[config.mk]
export PLATFORM = sky130hd
export DESIGN_NAME = node_fetch_arbiter
export DESIGN_NICKNAME = d
export VERILOG_FILES = /design/src/rtl/node_fetch_arbiter_pkg.sv /design/src/rtl/node_fetch_arbiter_rr_arbiter.sv /design/src/rtl/node_fetch_arbiter.sv
export SDC_FILE = /design/constraint.sdc
export NUM_CORES = 1
export LEC_CHECK = 0
export BUFFER_PORTS_ARGS = -buffer_cell sky130_fd_sc_hd__buf_2
export CORE_MARGIN = 5
export CORE_UTILIZATION = 52
export CTS_CLUSTER_SIZE = 12
export DETAILED_ROUTE_END_ITERATION = 16
export PLACE_DENSITY = 0.81
export SLEW_MARGIN = 40
export SYNTH_ARGS = -nofsm -noshare
export SYNTH_HDL_FRONTEND = slang
export SYNTH_SLANG_ARGS = --single-unit
[constraint.sdc]
create_clock -name clk -period 3.1 [get_ports clk]
set_input_delay 0.465 -clock clk [delete_from_list [all_inputs] [get_ports clk]]
set_output_delay 0.465 -clock clk [all_outputs]
set_load 0.01 [all_outputs]
[src/rtl/node_fetch_arbiter_pkg.sv]
// Shared types and constants for the node-fetch arbiter.
//   node_info_t : 17 x 16-bit node record, word 0 (x) in the MSBs
//   state_t     : fetch FSM states
//   node_base() : word address of a node record, id*17 computed as (id<<4)+id
package node_fetch_arbiter_pkg;

  localparam int WORDS_PER_NODE = 17;
  localparam int WORD_W         = 16;
  localparam int NODE_BITS      = WORDS_PER_NODE * WORD_W;  // 272

  typedef struct packed {
    logic [15:0] x;
    logic [15:0] y;
    logic [15:0] node_id;
    logic [15:0] parent;
    logic [15:0] cost;
    logic [15:0] child0_id;
    logic [15:0] child0_dist;
    logic [15:0] child1_id;
    logic [15:0] child1_dist;
    logic [15:0] child2_id;
    logic [15:0] child2_dist;
    logic [15:0] child3_id;
    logic [15:0] child3_dist;
    logic [15:0] child4_id;
    logic [15:0] child4_dist;
    logic [15:0] child5_id;
    logic [15:0] child5_dist;
  } node_info_t;

  typedef enum logic [2:0] {
    ST_IDLE,
    ST_ISSUE,
    ST_WAIT,
    ST_CAPTURE,
    ST_DONE,
    ST_ERR
  } state_t;

  // Caller truncates to its address width.
  function automatic logic [31:0] node_base(input logic [15:0] id);
    return ({16'd0, id} << 4) + {16'd0, id};
  endfunction

endpackage

[src/rtl/node_fetch_arbiter_rr_arbiter.sv]
// Combinational round-robin picker.
//   req    : request vector
//   last   : index of the most recently granted requester
//   winner : one-hot, first set request strictly after 'last', wrapping;
//            all zero when no request is set
// The pointer register lives in the parent.
module rr_arbiter #(
  parameter int NUM_REQ = 2,
  localparam int PTR_W  = (NUM_REQ > 1) ? $clog2(NUM_REQ) : 1
) (
  input  logic [NUM_REQ-1:0] req,
  input  logic [PTR_W-1:0]   last,
  output logic [NUM_REQ-1:0] winner
);

  // Distance of requester i from the slot just after 'last'; the set
  // request with the smallest distance wins.
  int best;

  always_comb begin
    best   = NUM_REQ;
    winner = '0;
    for (int i = 0; i < NUM_REQ; i++) begin
      if (req[i] && (((i + NUM_REQ - 1 - int'(last)) % NUM_REQ) < best)) begin
        best      = (i + NUM_REQ - 1 - int'(last)) % NUM_REQ;
        winner    = '0;
        winner[i] = 1'b1;
      end
    end
  end

endmodule

[src/rtl/node_fetch_arbiter.sv]
// Shares the single node-RAM read port between NUM_REQ requesters. Each
// grant reads one 17-word node record into node_data and pulses done.
//   clk, reset       : clock, asynchronous active-low reset
//   req, req_node_id : level requests and 16-bit node id per requester
//   gnt, done, err   : one-hot grant, completion pulse, out-of-range pulse
//   node_data, busy  : packed record (word k at [271-16k -: 16]), fetch active
//   mem_address, mem_read, mem_readdata : node RAM read port
//   dbg_state        : current FSM state
//
// Handshake: a requester raises req with a stable node id and holds it until
// done; requests are sampled only in IDLE, so one that arrives while busy
// waits. gnt stays high for the whole fetch including the done cycle. Dropping
// req mid-fetch does not cancel it. req must be low in the cycle after done or
// it counts as a new request. node_data is valid from done until the next
// grant and is only meaningful when latched on done.
module node_fetch_arbiter
  import node_fetch_arbiter_pkg::*;
#(
  parameter int NUM_REQ   = 2,
  parameter int ADDR_W    = 10,
  parameter int NUM_NODES = 60,
  parameter int READ_LAT  = 2
) (
  input  logic                   clk,
  input  logic                   reset,
  input  logic [NUM_REQ-1:0]     req,
  input  logic [16*NUM_REQ-1:0]  req_node_id,
  output logic [NUM_REQ-1:0]     gnt,
  output logic [NUM_REQ-1:0]     done,
  output logic                   err,
  output logic [NODE_BITS-1:0]   node_data,
  output logic                   busy,
  output logic [ADDR_W-1:0]      mem_address,
  output logic                   mem_read,
  input  logic [15:0]            mem_readdata,
  output state_t                 dbg_state
);

  localparam int          PTR_W       = (NUM_REQ > 1) ? $clog2(NUM_REQ) : 1;
  localparam logic [15:0] NODES_LIMIT = 16'(NUM_NODES);
  // WAIT lasts READ_LAT-1 cycles; counter value on its final cycle.
  localparam logic [1:0]  WAIT_LAST   = 2'((READ_LAT > 1) ? READ_LAT - 2 : 0);
  localparam logic [4:0]  LAST_WORD   = 5'(WORDS_PER_NODE - 1);

  state_t             state, state_nxt;
  logic [PTR_W-1:0]   last_idx;
  logic [PTR_W-1:0]   gnt_idx;
  logic [PTR_W-1:0]   win_idx;
  logic [NUM_REQ-1:0] winner;
  logic [15:0]        sel_id;
  logic [4:0]         word_idx;
  logic [1:0]         wait_cnt;

  rr_arbiter #(.NUM_REQ(NUM_REQ)) u_rr (
    .req    (req),
    .last   (last_idx),
    .winner (winner)
  );

  // Index and node id of the round-robin winner.
  always_comb begin
    win_idx = '0;
    sel_id  = '0;
    for (int i = 0; i < NUM_REQ; i++) begin
      if (winner[i]) begin
        win_idx = PTR_W'(i);
        sel_id  = req_node_id[16*i +: 16];
      end
    end
  end

  always_comb begin
    state_nxt = state;
    case (state)
      ST_IDLE:    if (|req) state_nxt = (sel_id >= NODES_LIMIT) ? ST_ERR : ST_ISSUE;
      ST_ISSUE:   state_nxt = (READ_LAT == 1) ? ST_CAPTURE : ST_WAIT;
      ST_WAIT:    if (wait_cnt == WAIT_LAST) state_nxt = ST_CAPTURE;
      ST_CAPTURE: state_nxt = (word_idx == LAST_WORD) ? ST_DONE : ST_ISSUE;
      ST_DONE:    state_nxt = ST_IDLE;
      ST_ERR:     state_nxt = ST_IDLE;
      default:    state_nxt = ST_IDLE;
    endcase
  end

  assign mem_read  = (state == ST_ISSUE);
  assign busy      = (state != ST_IDLE);
  assign done      = (state == ST_DONE || state == ST_ERR) ? gnt : '0;
  assign err       = (state == ST_ERR);
  assign dbg_state = state;

  always_ff @(posedge clk or negedge reset) begin
    if (!reset) begin
      state       <= ST_IDLE;
      gnt         <= '0;
      gnt_idx     <= '0;
      last_idx    <= PTR_W'(NUM_REQ - 1);  // req[0] gets top priority
      word_idx    <= '0;
      wait_cnt    <= '0;
      mem_address <= '0;
      node_data   <= '0;
    end else begin
      state <= state_nxt;
      case (state)
        ST_IDLE: begin
          if (|req) begin
            gnt         <= winner;
            gnt_idx     <= win_idx;
            word_idx    <= '0;
            mem_address <= ADDR_W'(node_base(sel_id));
          end
        end
        ST_ISSUE: wait_cnt <= '0;
        ST_WAIT:  wait_cnt <= wait_cnt + 2'd1;
        ST_CAPTURE: begin
          for (int k = 0; k < WORDS_PER_NODE; k++) begin
            if (word_idx == 5'(k)) node_data[NODE_BITS-1-16*k -: 16] <= mem_readdata;
          end
          if (word_idx != LAST_WORD) begin
            word_idx    <= word_idx + 5'd1;
            mem_address <= mem_address + 1'b1;
          end
        end
        ST_DONE, ST_ERR: begin
          gnt      <= '0;
          last_idx <= gnt_idx;
        end
        default: ;
      endcase
    end
  end

endmodule

Yosys cells after proc, flatten, opt, wreduce, memory -nomap -nowiden
Cells that the tools add are included.
{"block": "op_classes", "add_sub_neg": 6, "n_lt_le_gt_ge": 3, "n_eq_ne": 25, "n_mux": 21, "bitwise": 2, "n_reduce_logical": 33}
{"op": "== test 5 x 4 -> 1 bit, second input constant", "n": 8}
{"op": "AND reduction 2 bit", "n": 20}
{"op": "less-than comparator 2 x 32 -> 1 bit", "n": 1}
{"op": "two-way mux 16 bit", "n": 2}
{"op": "two-way mux 32 bit", "n": 1}
{"op": "== test 5 x 3 -> 1 bit, second input constant", "n": 4}
{"op": "two-way mux 10 bit", "n": 2}
{"op": "case mux 10 bit (2 select lines)", "n": 1}
{"op": "greater-or-equal comparator 16 x 6 -> 1 bit, second input constant", "n": 1}
{"op": "two-way mux 3 bit", "n": 4}
{"op": "case mux 3 bit (4 select lines)", "n": 1}
{"op": "adder 10 x 1 -> 10 bit, second input constant", "n": 1}
{"op": "adder 10 bit", "n": 1}
{"op": "== test 5 x 2 -> 1 bit, second input constant", "n": 2}
{"op": "two-way mux 5 bit", "n": 2}
{"op": "case mux 5 bit (2 select lines)", "n": 1}
{"op": "case mux 2 bit (2 select lines)", "n": 2}
{"op": "== test 3 x 2 -> 1 bit, second input constant", "n": 2}
{"op": "== test 3 bit, second input constant", "n": 2}
{"op": "two-way mux 2 bit", "n": 3}
{"op": "!= test 2 bit, second input constant", "n": 3}
{"op": "nonzero test 2 bit", "n": 3}
{"op": "adder 5 x 1 -> 5 bit, second input constant", "n": 1}
{"op": "== test 5 x 1 -> 1 bit, second input constant", "n": 1}
{"op": "17 further kinds", "n": 21}
{"block": "word_totals", "ff_bits": 296, "inputBits": 52}

Longest topological paths before layout
{"block": "logic_depth", "depth_word": 14, "mapped_depth": 12, "ltp_nobuf": 11}

Cells and area by module
From an unflattened synthesis, not the netlist that was laid out.
{"block": "unflattened", "hier_cells": 811, "area_unflattened_um2": 12318.1}
{"module": "node_fetch_arbiter", "n_inst": 1, "cells_each": 808, "area_each_um2": 12299.3, "seq_area_each_um2": 7408.4}
{"module": "rr_arbiter", "n_inst": 1, "cells_each": 3, "area_each_um2": 18.8, "seq_area_each_um2": 0.0}

Least setup slack after synthesis
No wires, ideal clock.
{"block": "synth_timing", "kind": "input to register", "start": "in req[1]", "end": "reg mem_address[8]", "setup_time_ps": 123, "t_arrival_ps": 2447, "required_ps": 2977, "setup_slack_ps": 530, "stages": 12, "path_buffers": 1, "cell_sequence": "a21boi_2 clkbuf_1 nand2_1 o21ai_0 ha_1 inv_1 fa_1 inv_1 a21o_1 a21oi_1 xnor2_1 o221a_2"}
{"block": "synth_between", "elab_chain_len": 7, "elab_cells_between_ends": 10}
{"item": "start: declaration", "line": "node_fetch_arbiter.sv:26", "rtl": "input logic [NUM_REQ-1:0] req,"}
{"item": "logical AND 1 bit", "line": "node_fetch_arbiter_rr_arbiter.sv:24", "rtl": "if (req[i] && (((i + NUM_REQ - 1 - int'(last)) % NUM_REQ) < best)) begin"}
{"item": "two-way mux 2 bit", "line": "node_fetch_arbiter_rr_arbiter.sv:24"}
{"item": "two-way mux 16 bit (2 in a row)", "line": "node_fetch_arbiter.sv:65", "rtl": "if (winner[i]) begin"}
{"item": "adder 10 bit", "line": "node_fetch_arbiter_pkg.sv:42", "rtl": "return ({16'd0, id} << 4) + {16'd0, id};"}
{"item": "two-way mux 10 bit", "line": "node_fetch_arbiter.sv:105", "rtl": "if (|req) begin"}
{"item": "case mux 10 bit (2 select lines)", "line": "node_fetch_arbiter.sv:103", "rtl": "case (state)"}
{"item": "end signal: assignment", "line": "node_fetch_arbiter.sv:109", "rtl": "mem_address <= ADDR_W'(node_base(sel_id));"}
{"item": "end signal: assignment", "line": "node_fetch_arbiter.sv:120", "rtl": "mem_address <= mem_address + 1'b1;"}
{"item": "end: declaration", "line": "node_fetch_arbiter.sv:33", "rtl": "output logic [ADDR_W-1:0] mem_address,"}
Several ways; a longest one is shown, not always the timed one. The select of a mux whose other input is x is not followed.
A chain may end at the register's enable or synchronous reset.

Worst setup path in the final report
{"block": "layout_timing", "start": "reg last_idx", "end": "reg mem_address[8]"}
{"block": "layout_between", "elab_chain_len": 13, "elab_cells_between_ends": 16}
{"item": "start: declaration", "line": "node_fetch_arbiter.sv:46", "rtl": "logic [PTR_W-1:0] last_idx;"}
{"item": "start signal: assignment", "line": "node_fetch_arbiter.sv:96", "rtl": "last_idx <= PTR_W'(NUM_REQ - 1);"}
{"item": "start signal: assignment", "line": "node_fetch_arbiter.sv:125", "rtl": "last_idx <= gnt_idx;"}
{"item": "subtractor 1 x 1 -> 2 bit", "line": "node_fetch_arbiter_rr_arbiter.sv:24, node_fetch_arbiter_rr_arbiter.sv:25"}
{"item": "AND 1 bit (no source line)"}
{"item": "less-than comparator 2 x 3 -> 1 bit", "line": "node_fetch_arbiter_rr_arbiter.sv:24"}
{"item": "logical AND 1 bit", "line": "node_fetch_arbiter_rr_arbiter.sv:24"}
{"item": "two-way mux 32 bit", "line": "node_fetch_arbiter_rr_arbiter.sv:24"}
{"item": "less-than comparator 2 x 32 -> 1 bit", "line": "node_fetch_arbiter_rr_arbiter.sv:24"}
{"item": "logical AND 1 bit", "line": "node_fetch_arbiter_rr_arbiter.sv:24"}
{"item": "two-way mux 2 bit (*)", "line": "node_fetch_arbiter_rr_arbiter.sv:24"}
{"item": "two-way mux 16 bit", "line": "node_fetch_arbiter.sv:65"}
{"item": "two-way mux 16 bit (*)", "line": "node_fetch_arbiter.sv:65"}
{"item": "adder 10 bit (*)", "line": "node_fetch_arbiter_pkg.sv:42"}
{"item": "two-way mux 10 bit (*)", "line": "node_fetch_arbiter.sv:105"}
{"item": "case mux 10 bit (2 select lines) (*)", "line": "node_fetch_arbiter.sv:103"}
Every way passes the cells marked *; elsewhere a longest branch is shown, timed or not. The select of a mux whose other input is x is not followed.

==> flow_summary.ini <==
[status]
status = complete, no violations

[sta]
hold_viol_final = 0
fmax_ghz = 0.404
worst_pin_slew_ns = 0.751
clock_skew_ns = 0.00857
rsz0062_at_grt = no
finalSetupViolCount = 0
tns_ns = 0
slew_headroom_pct = 50.0
setup_slack_ns = 0.622
slew_violations = 0
fin_crit_ns = 2.48
fin_crit_sh_pct = 79.9
hold_ws_ns = 0.352

[cts]
clock_latency_ns = 0.55
cts_buffer_depth = 3
htreeDepth = 1
clkSinkCount = 296
ctsHoldBuffers = 1
cts_resized = 0
cts_buffers = 31
postCtsSetupBuffers = 0
clk_root_buffer_cell = clkbuf_16
cts_tree = built
clkTransAtPathRegs_ns = 0.06

[setup_path]
critPathMostFrequentCell = inv_1
start_kind = flop
crit_type = reg -> reg
critical_path_required_ns = 3.54
crit_chain = nand2b_1, a32oi_1, inv_1, ha_1, inv_1, fa_1, inv_1, a21o_1, a21oi_1, xnor2_1, o221a_2
end_kind = flop
crit_path_top_delay_cell = dfstp_2
arrival_ns = 2.92
cp_max_fo = 7
critical-path-max-stage-delay_ns = 0.55
critPathBufInv = 3
cp_top_family = compound AO/OA/AOI/OAI gates

[synthesis]
synthesis.area_mm2 = 0.0119
syn_inst = 813
syn_nets = 878
syn_avg_cell_area_um2 = 14.7
ys_ff_latch = 296
ys_warn_count = 0
synth_flop_cell = dfrtp_1
netlist-cell-type-count = 52
synth_sequential_area_ratio_pct = 62.0
synth_edf_count = 0
async_flop_share_pct = 100

[global_routing]
grt_pass1_wl_um = 49200
grt_use_met2_pct = 40.9
busiest_layer = met2
antenna_found_initial = 0
met1_usage_pct = 30.8
grt_pass1_vias = 8437
grt_start_max_net_pins = 76
grt_overflow = 0
grtUsageTotal_pct = 23.8
met3_usage_pct = 5.28

[route]
vias = 8089
post_drt_wl_per_cell_um = 21.5
vias_per_cell = 5.53
ant_nets = 0
dr.first_iter.drc_count = 457
firstDrtPassIters = 5
drc = 0
routed_wl_um = 31400

[final_layout]
num_antenna_cells = 0
nets = 1224
areaGrowthSynthToFinish_pct = 25.3
num-fill-cells = 1684
most-common-layout-cells = buf_2 (342), dfrtp_1 (295), mux2_2 (271)
drive_above_1_share_pct = 58.8
finalNonFillerCells = 1463
final_common_cell = buf_2

[power]
vdd_drop_max_v = 0.000487
cellLeakagePower_nw = 7.14
power_density_mw_per_mm2 = 723

[floorplanning]
fp.dieH_um = 162
dieArea_mm2 = 0.0261
coreArea_mm2 = 0.0226
start_util_pct = 52.7
top_level_ports = 344
num_rows = 55
die_w_um = 162

[place]
placed_cells_incl_taps = 1410
io_buffer_count = 343
dp_hpwl_um = 22100
place_ws_ns = 0.435
gp_congestion = 0.879

[min_path]
hold_class = in -> reg

[run]
maxCapViolCount = 0
-- cell type report --
type | instances | area, um2 | area share, %
Multi-Input combinational cell | 455 | 4270 | 28.5
Clock inverter | 6 | 72.6 | 0.485
Timing Repair Buffer | 360 | 1890 | 12.7
Inverter | 15 | 56.3 | 0.376
Tap cell | 285 | 357 | 2.38
Clock buffer | 46 | 902 | 6.03
Sequential cell | 296 | 7410 | 49.5
-- cells by family after synthesis --
family          synth area share [%]
compound gates                  3.68
xor+xnor                       0.587
fa+ha+maj                       1.43
buf+inv                         2.19
flops                           62.0
mux                             25.9
simple gates                    4.16
-- power by group --
group          switching, mW  total (mW)  leakage, nW  internal, mW
registers              0.369        4.81         3.50          4.44
logic                   1.38        2.47         3.16          1.10
clock network           1.46        3.54        0.478          2.08
total                   3.20        10.8         7.14          7.61
-- layer usage --
metal  vias up  part of all wire (%)
li1       3579                     -
met1      4157                    40
met2       308                    51
met3        45                   7.1
met4         0                   2.3
met5         -                     0
-- flip-flops by register name (all words and copies together) (netlist names) --
signal       flops
node_data      272
mem_address     10
word_idx         5
dbg_state        3
gnt              2
wait_cnt         2
gnt_idx          1
last_idx         1
-- stage by stage --
step | util, % | cell area [um2] | total power, mW
2_1_floorplan | - | 11900 | 6.20
3_3_place_gp | 61.7 | 14000 | 7.27
3_5_place_dp | 61.7 | 14000 | 7.35
4_1_cts | 66.1 | 15000 | 10.9
5_1_grt | 66.1 | 15000 | 11.4
6_report | 66.1 | 15000 | 10.8
-- final timing paths --
kind                                                 start                          to  slack, ns  depth (start not counted)
worst min register to register  node_data[245]$_DFFE_PN0P_  node_data[245]$_DFFE_PN0P_       0.50                          1
min in group asynchronous                            reset  node_data[207]$_DFFE_PN0P_       0.49                          2
worst max register to register        last_idx$_DFFE_PN1P_  mem_address[8]$_DFFE_PN0P_       0.62                         11
worst max-delay path                  last_idx$_DFFE_PN1P_  mem_address[8]$_DFFE_PN0P_       0.62                         11
max in group asynchronous                            reset   node_data[54]$_DFFE_PN0P_       1.80                          3
worst min-delay path                       req_node_id[30]    dbg_state[2]$_DFFE_PN0P_       0.35                          5
-- cell usage after synthesis (all sizes together) (4+ instances only) --
| cell type | instances | area [um2] |
|---|---|---|
| inv | 15 | 56.3 |
| o21ai | 24 | 120 |
| nor3 | 6 | 41.3 |
| and2 | 4 | 25.0 |
| clkbuf | 26 | 97.6 |
| nand2 | 29 | 129 |
| mux2 | 273 | 3070 |
| nand3 | 10 | 65.1 |
| ha | 12 | 150 |
| xnor2 | 5 | 43.8 |
| a22o | 4 | 35.0 |
| nand4 | 4 | 25.0 |
| buf | 21 | 108 |
| nor2 | 20 | 80.1 |
| a21oi | 17 | 85.1 |
| dfrtp | 295 | 7380 |
| a32oi | 5 | 43.8 |
-- tightest hold or removal path, delay by kind of cell --
kind            cells  cell delay [ns]
buf+inv             1             0.08
simple gates        1             0.06
compound gates      3             0.26
(Power assumes the default switching activity.)
